**config.mk**
```make
export PLATFORM = sky130hd
export DESIGN_NAME = bit_index_decoder
export DESIGN_NICKNAME = d
export VERILOG_FILES = /design/src/rtl/bit_index_decoder.sv
export SDC_FILE = /design/constraint.sdc
export NUM_CORES = 1
export LEC_CHECK = 0
export CORE_MARGIN = 2
export CORE_UTILIZATION = 45
export DETAILED_ROUTE_END_ITERATION = 8
export PLACE_DENSITY = 0.73
export SLEW_MARGIN = 20
export SYNTH_ARGS = -nofsm -noshare
export SYNTH_HDL_FRONTEND = slang
export SYNTH_SLANG_ARGS = --single-unit
```
**constraint.sdc**
```tcl
create_clock -name clk -period 3.58 [get_ports clk]
set_clock_uncertainty 0.2 [all_clocks]
set_input_delay 0.537 -clock clk [delete_from_list [all_inputs] [get_ports clk]]
set_output_delay 0.537 -clock clk [all_outputs]
set_load 0.005 [all_outputs]
```
**src/rtl/bit_index_decoder.sv**
```systemverilog
// bit_index_decoder: index-to-one-hot decoder with a 2-entry skid output buffer.
// Optional thermometer mask output is enabled by defining BIT_INDEX_DECODER_THERMO_EN.
module bit_index_decoder #(
  parameter int DOUT_WIDTH = 32,
  parameter int DIN_WIDTH  = $clog2(DOUT_WIDTH)
) (
  input  logic                  clk,
  input  logic                  rst,
  input  logic [DIN_WIDTH-1:0]  din,
  input  logic                  din_zero,
  input  logic                  din_valid,
  output logic                  din_ready,
  output logic [DOUT_WIDTH-1:0] dout,
  output logic                  dout_valid,
  input  logic                  dout_ready,
  output logic                  range_err
`ifdef BIT_INDEX_DECODER_THERMO_EN
  ,
  output logic [DOUT_WIDTH-1:0] dout_mask
`endif
);
  logic [DOUT_WIDTH-1:0] onehot;
  logic [DOUT_WIDTH-1:0] dout_q, dout_d, skid_q, skid_d;
  logic                  dout_valid_q, dout_valid_d, skid_valid_q, skid_valid_d;
  logic                  din_ready_q, range_err_q, range_err_d;
  logic                  in_range, accept, drain, load_out, load_skid;
  always_comb begin
    onehot = '0;
    for (int i = 0; i < DOUT_WIDTH; i++) onehot[i] = !din_zero && (32'(din) == i);
  end
  // An index that lands on no output bit is out of range.
  assign in_range  = |onehot;
  assign accept    = din_valid && din_ready_q;
  assign drain     = dout_valid_q && dout_ready;
  assign load_out  = !dout_valid_q || drain;
  assign load_skid = accept && dout_valid_q && !drain;
  always_comb begin
    dout_d       = load_out ? (skid_valid_q ? skid_q : onehot) : dout_q;
    dout_valid_d = load_out ? (skid_valid_q || accept) : 1'b1;
    skid_d       = load_skid ? onehot : skid_q;
    skid_valid_d = load_skid || (skid_valid_q && !drain);
    range_err_d  = range_err_q || (accept && !din_zero && !in_range);
  end
  always_ff @(posedge clk) begin
    if (rst) begin
      dout_q       <= '0;
      skid_q       <= '0;
      dout_valid_q <= 1'b0;
      skid_valid_q <= 1'b0;
      din_ready_q  <= 1'b1;
      range_err_q  <= 1'b0;
    end else begin
      dout_q       <= dout_d;
      skid_q       <= skid_d;
      dout_valid_q <= dout_valid_d;
      skid_valid_q <= skid_valid_d;
      din_ready_q  <= !skid_valid_d;
      range_err_q  <= range_err_d;
    end
  end
  assign din_ready  = din_ready_q;
  assign dout       = dout_q;
  assign dout_valid = dout_valid_q;
  assign range_err  = range_err_q;
`ifdef BIT_INDEX_DECODER_THERMO_EN
  logic [DOUT_WIDTH-1:0] thermo, mask_q, mask_d, skid_mask_q, skid_mask_d;
  assign thermo = in_range ? (onehot | (onehot - 1'b1)) : '0;
  always_comb begin
    mask_d      = load_out ? (skid_valid_q ? skid_mask_q : thermo) : mask_q;
    skid_mask_d = load_skid ? thermo : skid_mask_q;
  end
  always_ff @(posedge clk) begin
    if (rst) begin
      mask_q      <= '0;
      skid_mask_q <= '0;
    end else begin
      mask_q      <= mask_d;
      skid_mask_q <= skid_mask_d;
    end
  end
  assign dout_mask = mask_q;
`endif
endmodule

```
==> results.toml <==
[final_layout]
final_cell_mix = "dfxtp_1, clkdlybuf4s50_1, nor2_1, nand3b_1"
layout_commonest_cell = "dfxtp_1"
stdcell_count = 403
n_fill_cell = 521
nets = 334
design_area_um2 = 3351
drive_gt1_share_pct = 8.537
synthToLayoutAreaGrowth_pct = 24.10
antenna_cells = 0
final_core_util_pct = 57.27

[cts]
numCtsBuffers = 9
htreeDepth = 3
hold_buffers = 0
post_cts_resized = 0
clk_path_buf_depth = 2
clk_latency_ns = 0.33
cts_tree = "yes"
clk_pin_slew_worst_paths_ns = 0.07
cts-root-buf = "clkbuf_8"
cts_post_setup_buffers_inserted = 0
cts_sinks = 68

[critical_path]
slowest_stage = "nor3b_2"
worstSetupStartpointType = "input port"
path_buf_inv = 1
cp.arrival_ns = 2.23
cp_max_fo = 8
cp-end-kind = "register"
crit_chain = "clkdlybuf4s50_1, nor3b_2, a221oi_1, nor3_1"
slowest_delay_ns = 0.70
cp_top_family = "simple AND/OR/NAND/NOR gates"
critPathKind = "input port to register"
required_ns = 3.63

[grt]
grt_max_degree = 49
antenna_found_initial = 0
gr-usage-all-layers_pct = 22.26
grt_pass1_wl_um = 11050
grt_pass1_vias = 2217
grt_overflow_total = 0

[timing]
max_freq_mhz = 460.2
min_period_ns = 2.173
finalHoldViolCount = 0
timing.hold.ws_ns = 0.2744
tns_ns = 0
max_slew_margin_pct = 48.22
drv_slew = 0
final-setup-viol-count = 0
finalCritPeriodShare_pct = 60.70
layout_setup_ws_ns = 1.407
tightestPinTransition_ns = 0.7733
rsz0062_at_grt = "no"

[logic_synthesis]
yosysSeqAreaShare_pct = 50.42
syn_inst = 290
yosys_warnings = 0
synth_nets = 300
ys_types = 25
synth_edf_count = 0
syn_area_per_cell_um2 = 9.311
synthArstFlopShare_pct = 0
synthFlopType = "dfxtp_1"
synth-seq-cells = 68
syn_area_um2 = 2700

[outcome]
status = "completed"

[die]
rows = 28
dieArea_um2 = 6636
start_util_pct = 46.15
die_h_um = 81.46
die_w_um = 81.46
coreArea_um2 = 5851
ios = 45

[placement]
gp_congestion = 0.7965
portBuffers = 44
placed_cells = 388
placed_cell_area_um2 = 3167
dp_slack_ns = 1.040
dp_hpwl_um = 4160

[detailed_routing]
drt-pass1-iter-count = 4
drt-initial-drc-count = 146
wl_um = 6879
post_drt_wl_per_cell_um = 17.07
avgViaCountPerCell = 5.916
postRouteAntennaNets = 0
drc = 0
vias = 2384

[worst_hold_path]
hold_path.class = "register to register"

[power]
max-vdd-ir-drop_mv = 0.2363
power.density_nw_per_um2 = 457.8
p_leak_nw = 1.142
finalPower_mw = 1.534

[run]
cap_violations = 0
## per-layer routing
layer | GRT usage [%] | wire length (um) | vias to the layer above
met5 | 0 | 0 | -
met4 | 14.75 | 170 | 0
met3 | 3.956 | 288 | 15
met2 | 33.03 | 3348 | 67
met1 | 29.63 | 3071 | 1144
li1 | - | - | 1158
## area by class of cell
| cell class | count | area, um^2 | area share, % |
|---|---|---|---|
| sequential | 68 | 1361 | 40.63 |
| clock inverter | 2 | 35.03 | 1.046 |
| clock buffer | 13 | 148.9 | 4.444 |
| timing repair buffer | 49 | 473.0 | 14.12 |
| tap | 75 | 93.84 | 2.801 |
| multi-input combinational | 196 | 1239 | 36.97 |
## worst paths after layout
kind           startpoint   endpoint  slack (ns)  depth (start not counted)
min             range_err  range_err        0.27                          1
min reg2reg     range_err  range_err        0.27                          1
max                din[0]   dout[17]        1.41                          4
max reg2reg  skid_valid_q   dout[23]        1.61                          3
## flip-flops by register name, indices dropped and copies added (netlist names)
| signal | count |
|---|---|
| skid_q | 32 |
| din_ready | 1 |
| dout_valid | 1 |
| dout | 32 |
| range_err | 1 |
| skid_valid_q | 1 |
## worst reg2reg max path, delay by kind of cell, from the launching register on
family             cells  cell delay, ns
AOI/OAI and AO/OA      1            0.37
and+or+nand+nor        2            0.48
DFF                    1            0.78
## kinds of logic (layout without fill, tap and decap cells)
| kind of cell | count (synthesis) | after routing | share of synthesized area, % |
|---|---|---|---|
| flops | 68 | 68 | 50.42 |
| simple gates | 128 | 128 | 28.73 |
| compound gates | 68 | 68 | 17.15 |
| buf+inv | 26 | 64 | 3.707 |
## cells in the mapped netlist (all sizes together) (2+ instances only)
cell,count,area [um^2]
a221oi,32,280.3
nor3b,2,25.02
and4b,2,20.02
and4bb,3,37.54
clkbuf,24,90.09
buf,2,10.01
nor4b,3,45.04
nand3b,33,247.7
nor2,33,123.9
nand2,11,41.29
a21oi,3,15.01
dfxtp,68,1361
nor3,33,170.2
o21ai,32,160.2
## power by group
part	internal, mW	switching (mW)
clock network	0.337	0.263
logic	0.0682	0.0819
registers	0.773	0.0116
total	1.18	0.356
Power figures use the tool's default switching activity.
